--- src/rtl/koa_seq_divider_if.sv ---
// Handshake and operand/result bundle for koa_seq_divider.
// The master drives the request and operands; the slave (divider) returns status and results.
interface koa_seq_divider_if #(
  parameter int SW = 24
);
  logic          start_i;
  logic [SW-1:0] Data_A_i;
  logic [SW-1:0] Data_B_i;
  logic          busy_o;
  logic          done_o;
  logic [SW-1:0] quotient_o;
  logic [SW-1:0] remainder_o;
  logic          div_zero_o;

  modport master (
    output start_i, Data_A_i, Data_B_i,
    input  busy_o, done_o, quotient_o, remainder_o, div_zero_o
  );

  modport slave (
    input  start_i, Data_A_i, Data_B_i,
    output busy_o, done_o, quotient_o, remainder_o, div_zero_o
  );
endinterface

--- src/rtl/koa_seq_divider.sv ---
// Sequential unsigned radix-2 restoring divider, one quotient bit per clock.
// Define APPROX_DIV_EN to skip the TRUNC low quotient iterations for shorter latency.
module koa_seq_divider #(
  parameter int SW    = 24,
  parameter int TRUNC = 4
) (
  input logic             clk,
  input logic             rst,
  koa_seq_divider_if.slave bus
);

  if (SW < 4 || SW > 64) begin : g_bad_sw
    $error("koa_seq_divider: SW must be in 4..64");
  end
  if (TRUNC < 0 || TRUNC >= SW) begin : g_bad_trunc
    $error("koa_seq_divider: TRUNC must be in 0..SW-1");
  end

`ifdef APPROX_DIV_EN
  localparam int N  = SW - TRUNC;
`else
  localparam int N  = SW;
`endif
  localparam int CW = $clog2(SW);

  typedef enum logic [1:0] {IDLE, CALC, DONE} state_t;

  state_t        state, state_nxt;
  logic [SW-1:0] a_reg, b_reg, q_reg, r_reg;
  logic [CW-1:0] cnt;
  logic          dz_reg;
  logic [SW-1:0] quotient, remainder;
  logic          div_zero;

  // The partial remainder is always < B, so SW bits hold it; the extra
  // trial bit T[SW] plus the borrow of an SW+1-bit subtract decide T >= B.
  logic [SW:0]   t_val;
  logic [SW-1:0] diff, r_next, q_next, a_next;
  logic          brw, ge;

  always_comb begin
    t_val         = {r_reg, a_reg[SW-1]};
    {brw, diff}   = {1'b0, t_val[SW-1:0]} - {1'b0, b_reg};
    ge            = t_val[SW] | ~brw;
    r_next        = ge ? diff : t_val[SW-1:0];
    q_next        = {q_reg[SW-2:0], ge};
    a_next        = {a_reg[SW-2:0], 1'b0};
  end

  always_ff @(posedge clk) begin
    if (rst) state <= IDLE;
    else     state <= state_nxt;
  end

  always_comb begin
    state_nxt   = state;
    bus.busy_o  = (state != IDLE);
    bus.done_o  = (state == DONE);
    case (state)
      IDLE:    if (bus.start_i) state_nxt = CALC;
      CALC:    if (cnt == '0)   state_nxt = DONE;
      DONE:    state_nxt = IDLE;
      default: state_nxt = IDLE;
    endcase
  end

  // A zero divisor spends a single CALC cycle (count 0) so its completion
  // lands one edge after acceptance, with the iteration datapath frozen.
  always_ff @(posedge clk) begin
    if (rst) begin
      a_reg     <= '0;
      b_reg     <= '0;
      q_reg     <= '0;
      r_reg     <= '0;
      cnt       <= '0;
      dz_reg    <= 1'b0;
      quotient  <= '0;
      remainder <= '0;
      div_zero  <= 1'b0;
    end else begin
      case (state)
        IDLE: begin
          if (bus.start_i) begin
            a_reg  <= bus.Data_A_i;
            b_reg  <= bus.Data_B_i;
            q_reg  <= '0;
            r_reg  <= '0;
            dz_reg <= (bus.Data_B_i == '0);
            cnt    <= (bus.Data_B_i == '0) ? '0 : CW'(N - 1);
          end
        end
        CALC: begin
          if (!dz_reg) begin
            a_reg <= a_next;
            r_reg <= r_next;
            q_reg <= q_next;
          end
          if (cnt == '0) begin
            if (dz_reg) begin
              quotient  <= '1;
              remainder <= a_reg;
              div_zero  <= 1'b1;
            end else begin
`ifdef APPROX_DIV_EN
              // After N shifts the untouched low dividend bits sit at the top of a_next.
              quotient  <= q_next << TRUNC;
              remainder <= (r_next << TRUNC) | (a_next >> N);
`else
              quotient  <= q_next;
              remainder <= r_next;
`endif
              div_zero  <= 1'b0;
            end
          end else begin
            cnt <= cnt - 1'b1;
          end
        end
        default: ;
      endcase
    end
  end

  assign bus.quotient_o  = quotient;
  assign bus.remainder_o = remainder;
  assign bus.div_zero_o  = div_zero;

endmodule
--- src/flat_wrapper.sv ---
// flat-port wrapper written by rule: the top's interface ports become plain ports
module koa_seq_divider_flat 
#(
  parameter int SW    = 24,
  parameter int TRUNC = 4
)
  (clk, rst, bus_start_i, bus_Data_A_i, bus_Data_B_i, bus_busy_o, bus_done_o, bus_quotient_o, bus_remainder_o, bus_div_zero_o);
  koa_seq_divider_if #(.SW(SW)) bus_i ();
  input logic clk;
  input logic rst;
  input wire logic [$bits(bus_i.start_i)-1:0] bus_start_i;
  input wire logic [$bits(bus_i.Data_A_i)-1:0] bus_Data_A_i;
  input wire logic [$bits(bus_i.Data_B_i)-1:0] bus_Data_B_i;
  output wire logic [$bits(bus_i.busy_o)-1:0] bus_busy_o;
  output wire logic [$bits(bus_i.done_o)-1:0] bus_done_o;
  output wire logic [$bits(bus_i.quotient_o)-1:0] bus_quotient_o;
  output wire logic [$bits(bus_i.remainder_o)-1:0] bus_remainder_o;
  output wire logic [$bits(bus_i.div_zero_o)-1:0] bus_div_zero_o;
  assign bus_i.start_i = bus_start_i;
  assign bus_i.Data_A_i = bus_Data_A_i;
  assign bus_i.Data_B_i = bus_Data_B_i;
  assign bus_busy_o = bus_i.busy_o;
  assign bus_done_o = bus_i.done_o;
  assign bus_quotient_o = bus_i.quotient_o;
  assign bus_remainder_o = bus_i.remainder_o;
  assign bus_div_zero_o = bus_i.div_zero_o;
  koa_seq_divider #(.SW(SW), .TRUNC(TRUNC)) u_core (.clk(clk), .rst(rst), .bus(bus_i));
endmodule
--- config.mk ---
export PLATFORM = sky130hd
export DESIGN_NAME = koa_seq_divider_flat
export DESIGN_NICKNAME = d
export VERILOG_FILES = /design/src/rtl/koa_seq_divider_if.sv /design/src/rtl/koa_seq_divider.sv /design/src/flat_wrapper.sv
export SDC_FILE = /design/constraint.sdc
export NUM_CORES = 1
export LEC_CHECK = 0
export ABC_AREA = 1
export BUFFER_PORTS_ARGS = -buffer_cell sky130_fd_sc_hd__buf_2
export CAP_MARGIN = 20
export CORE_MARGIN = 2
export CORE_UTILIZATION = 55
export DETAILED_ROUTE_END_ITERATION = 16
export PLACE_DENSITY = 0.75
export SLEW_MARGIN = 30
export SYNTH_ARGS = -nofsm -noshare
export SYNTH_HDL_FRONTEND = slang
export SYNTH_SLANG_ARGS = --single-unit
--- constraint.sdc ---
create_clock -name clk -period 4.7 [get_ports clk]
set_input_delay 0.47 -clock clk [delete_from_list [all_inputs] [get_ports clk]]
set_output_delay 0.47 -clock clk [all_outputs]
set_load 0.1 [all_outputs]
* After elaboration in Yosys (flattened, before gate mapping)
Index checks and enable logic that the tools add are counted.
Operators by class: reduce and logical (&&, ||, !) cells 10, equal/unequal tests 6, mux-type cells 19, add/subtract/negate cells 2, bitwise logic cells 2
Operators by type and width (number):
- $mux W24 | 7
- $pmux W24 S2 | 2
- $pmux W23 S2 | 1
- $sub A24 B24 Y25 | 1
- $logic_not A24 Y1 | 1
- $mux W23 | 1
- $mux W5 | 3
- $pmux W5 S2 | 1
- $ne A2 B2 Y1 const B | 3
- $reduce_and A2 Y1 | 3
- $reduce_and A3 Y1 | 2
- $logic_not A5 Y1 | 1
- $sub A5 B1 Y5 const B | 1
- $mux W2 | 2
- $pmux W2 S2 | 1
- $reduce_bool A2 Y1 | 2
- $eq A2 B1 Y1 const B | 1
- $eq A2 B2 Y1 const B | 1
- $logic_not A2 Y1 | 1
- $ne A2 B1 Y1 const B | 1
- $mux W1 | 1
- $not A1 Y1 | 1
- $or A1 B1 Y1 | 1
Storage, ports and cells: input port bits 51, register bits 152, logic and storage cells 49, output and inout port bits 51

* Longest topological paths before layout
word-level depth 6, mapped depth 18, depth with buffers taken out 17

* Least setup slack after synthesis
No wires, ideal clock.
kind flip-flop to flip-flop, start point register u_core.a_reg[23], end point register u_core.remainder[5], in the netlist u_core.bus.remainder_o[5], data required time 4.571 ns, clock period less this slack 2.159 ns, setup time 0.129 ns, cell stages (with the launch flop) 19, data arrival time 2.030 ns, slack 2.541 ns, path buffers 1, cell sequence dfxtp_1 -> inv_1 -> ha_1 -> fa_1 -> inv_1 -> nand2_1 -> nand2_1 -> nand3_1 -> nand2_2 -> nand2_1 -> nand2_2 -> nand2_2 -> nand2_4 -> inv_4 -> buf_6 -> nand2_1 -> nand2_1 -> a21oi_1 -> nor2_1
On the way: longest elaborated chain between the ends 5
Ends and longest elaborated chain:
- start: declaration | RTL line koa_seq_divider.sv:29 | logic [SW-1:0] a_reg, b_reg, q_reg, r_reg;
- start signal: assignment | RTL line koa_seq_divider.sv:84 | a_reg <= bus.Data_A_i;
- start signal: assignment | RTL line koa_seq_divider.sv:94 | a_reg <= a_next;
- $sub A24 B24 Y25 * | RTL line koa_seq_divider.sv:43 | {brw, diff} = {1'b0, t_val[SW-1:0]} - {1'b0, b_reg};
- $not A1 Y1 | RTL line koa_seq_divider.sv:44 | ge = t_val[SW] | ~brw;
- $or A1 B1 Y1 | RTL line koa_seq_divider.sv:44
- $mux W24 * | RTL line koa_seq_divider.sv:45 | r_next = ge ? diff : t_val[SW-1:0];
- $mux W24 * | RTL line koa_seq_divider.sv:99 | if (dz_reg) begin
- end signal: assignment | RTL line koa_seq_divider.sv:101 | remainder <= a_reg;
- end signal: assignment | RTL line koa_seq_divider.sv:110 | remainder <= r_next;
- end: declaration | RTL line koa_seq_divider.sv:32 | logic [SW-1:0] quotient, remainder;
Every way passes the cells marked *; elsewhere a longest branch is shown, timed or not. A chain may end at the register's enable or synchronous reset.

* Worst setup path after layout
start point register u_core.state[1], end point register u_core.remainder[23], in the netlist u_core.bus.remainder_o[23]
On the way: longest elaborated chain between the ends 2
Ends and longest elaborated chain:
- start: declaration | RTL line koa_seq_divider.sv:28 | state_t state, state_nxt;
- start signal: assignment | RTL line koa_seq_divider.sv:52 | else state <= state_nxt;
- $eq A2 B1 Y1 | RTL line koa_seq_divider.sv:81 | case (state)
- $reduce_and A2 Y1 (no source line)
Every way passes these cells.

==> flow_metrics.env <==
export IMPL_clk_path_buf_depth=2
export IMPL_ir_worst_vdd_v=0.000310
export IMPL_regToRegSetupSlack_ns=1.54
export IMPL_critPathCaptureType="flip-flop"
export IMPL_cts_tree="built"
export IMPL_vias=7894
export IMPL_status="finished, final reports clean"
export IMPL_fin_setup_tns_ns=0
export IMPL_ys_seq_elements=152
export IMPL_p_leak_nw=4.34
export IMPL_cts_root_buf="clkbuf_16"
export IMPL_min_path_cells=3
export IMPL_hp_class="input port to flip-flop"
export IMPL_grt_max_degree=78
export IMPL_antenna_found_initial=0
export IMPL_layout_drive_gt1_share_pct=12.7
export IMPL_ys_seq_area_share_pct=38.1
export IMPL_grt_use_total_pct=27.7
export IMPL_post_cts_buffers=0
export IMPL_setup_violations=0
export IMPL_report_final_hold_viol_count=0
export IMPL_routabilityCongestion=0.951
export IMPL_clkTransAtPathRegs_ns=0.06
export IMPL_drv_cap=0
export IMPL_synthFlopType="dfxtp_1"
export IMPL_core_mm2=0.0144
export IMPL_cts_buffers=17
export IMPL_clk_latency_ns=0.43
export IMPL_yosysUniqueCellTypes=34
export IMPL_final_cell_mix="nand2_1 (400), dfxtp_1 (152), inv_1 (147), a21oi_1 (108), buf_2 (101)"
export IMPL_synth_cells=1220
export IMPL_final_common_cell="nand2_1"
export IMPL_path_common_cell="inv_1"
export IMPL_cts_sinks=152
export IMPL_slowest_delay_ns=0.84
export IMPL_dr_pass1_iters=5
export IMPL_io_pins=102
export IMPL_cp_max_fo=30
export IMPL_wl_per_cell_um=14.3
export IMPL_slew_violations=0
export IMPL_die_area_mm2=0.0155
export IMPL_async_flop_share_pct=0
export IMPL_cts_hold_buf=0
export IMPL_worstHoldStart="bus_Data_A_i[4]"
export IMPL_grt_pass1_wl_mm=35.1
export IMPL_path_cells="inv_1 -> nand2_1 -> inv_2 -> nand2_2 -> inv_1 -> nand2_1 -> o21ai_0 -> inv_1 -> a21oi_1"
export IMPL_crit_slowest_cell="inv_1"
export IMPL_r2r_end="u_core.bus.remainder_o[23]"
export IMPL_clock_skew_ns=0.0124
export IMPL_grt_pass1_vias=7386
export IMPL_vias_per_cell=5.32
export IMPL_clock_fmax_ghz=0.317
export IMPL_pre_cts_ws_ns=1.63
export IMPL_cp_arrival_ns=3.50
export IMPL_period_share_pct=67.1
export IMPL_drc=0
export IMPL_setup_slack_ns=1.54
export IMPL_relSlewSlack_pct=38.1
export IMPL_netlist_area_mm2=0.00799
export IMPL_fin_crit_ns=3.16
export IMPL_cp_start_kind="flip-flop"
export IMPL_insertedDiodeCount=0
export IMPL_rsz0062_at_grt="false"
export IMPL_synth_edf_count=0
export IMPL_avgSynthCellArea_um2=6.55
export IMPL_cellPowerDensity_mw_per_mm2=381
export IMPL_ant_nets=0
export IMPL_cts_resized_gates=0
export IMPL_hold_end="u_core.a_reg[4]"
export IMPL_die_x_um=125
export IMPL_worstMarginPinSlew_ns=0.928
export IMPL_hpwl_mm=14.7
export IMPL_crit_required_ns=5.05
export IMPL_cts_max_level=4
export IMPL_portBuffers=101
export IMPL_first_iter_violations=552
export IMPL_area_delta_synth_final_pct=14.0
export IMPL_fin_nets=1366
export IMPL_ys_warn_count=0
export IMPL_reg2reg_depth=9
export IMPL_placementRows=44
export IMPL_path_class="flip-flop to flip-flop"
export IMPL_synth_fp_nets=1298
export IMPL_initial_core_util_pct=55.6
export IMPL_grt_overflow_total=0
export IMPL_reg2reg_from="u_core.state[1]"
export IMPL_chipHeight_um=125
export IMPL_wirelength_mm=21.2
## worst max-delay path: cells and delay by family, from the launching register on
kind                   cells  cell delay (ns)
AO/OA/AOI/OAI              2             0.34
buffers and inverters      4             1.46
flip-flops                 1             0.31
AND/OR/NAND/NOR            3             0.94
## area by class of cell
| type | count | area, µm² |
|---|---|---|
| flip-flops and latches | 152 | 3040 |
| inverters | 152 | 576 |
| repair buffers | 110 | 601 |
| fillers | 1375 | 5260 |
| clock inverters | 7 | 68.8 |
| multi-input cells | 855 | 4120 |
| well taps | 184 | 230 |
| clock buffers | 25 | 475 |
## cells in the mapped netlist, types with 13 or more instances
cell	count	area share, %
buf_2	17	1.1
nand3_1	87	5.5
a31oi_1	24	1.9
clkbuf_1	37	1.7
o21ai_0	77	4.8
nor2_1	55	2.6
ha_1	26	4.1
nand2_1	400	19
inv_1	148	7.0
a21oi_1	108	6.8
o211ai_1	13	1.2
dfxtp_1	152	38
## power breakdown
part / leakage, nW / total [W] / internal (W) / switching, W
Combinational: 2.84 / 0.000772 / 0.000213 / 0.000558
Clock: 0.262 / 0.00128 / 0.000755 / 0.000527
Sequential: 1.24 / 0.00142 / 0.00137 / 0.0000497
## cells by family (layout without fill, tap and decap cells)
kind of cell    after synthesis  after routing  share of synthesized area [%]
simple gates                588            588                           30.5
compound gates              231            231                           15.5
buf+inv                     213            294                           10.6
flops                       152            152                           38.1
fa+ha+maj                    27             27                           4.32
xor+xnor                      9              9                          0.987
## routing by layer
layer | share of wire, % | global-route usage [%] | vias up
met1 | 44 | 33.5 | 3563
met2 | 47 | 46.8 | 218
met4 | 4.4 | 14.6 | 0
li1 | - | - | 4053
met3 | 4.9 | 5.11 | 60
met5 | 0 | 0 | -
## how the worst max path moves through the flow
stage / slack [ns] / cells past startpoint / endpoint / start
5_1_grt: 1.13 / 9 / u_core.bus.remainder_o[23] / u_core.state[1]
4_1_cts: 1.59 / 9 / u_core.bus.remainder_o[23] / u_core.state[1]
6_report: 1.54 / 9 / u_core.bus.remainder_o[23] / u_core.state[1]
3_5_place_dp: 1.63 / 9 / u_core.bus.remainder_o[23] / u_core.state[1]
3_3_place_gp: 1.69 / 8 / u_core.a_reg[18] / u_core.state[1]
2_1_floorplan: 2.54 / 18 / u_core.bus.remainder_o[5] / u_core.a_reg[23]
## through the flow
step | utilization, % | total power, W | hold WS [ns] | instances | instance area (µm²)
floorplan | - | 0.00202 | 0.433 | 1220 | 7990
global placement | 59.3 | 0.00218 | 0.453 | 1451 | 8520
detailed placement | 59.6 | 0.00220 | 0.451 | 1453 | 8560
CTS | 63.4 | 0.00348 | 0.299 | 1485 | 9110
global route | 63.4 | 0.00363 | 0.316 | 1485 | 9110
finish | 63.4 | 0.00347 | 0.299 | 1485 | 9110
No activity file was read; power rests on OpenSTA's default activity.
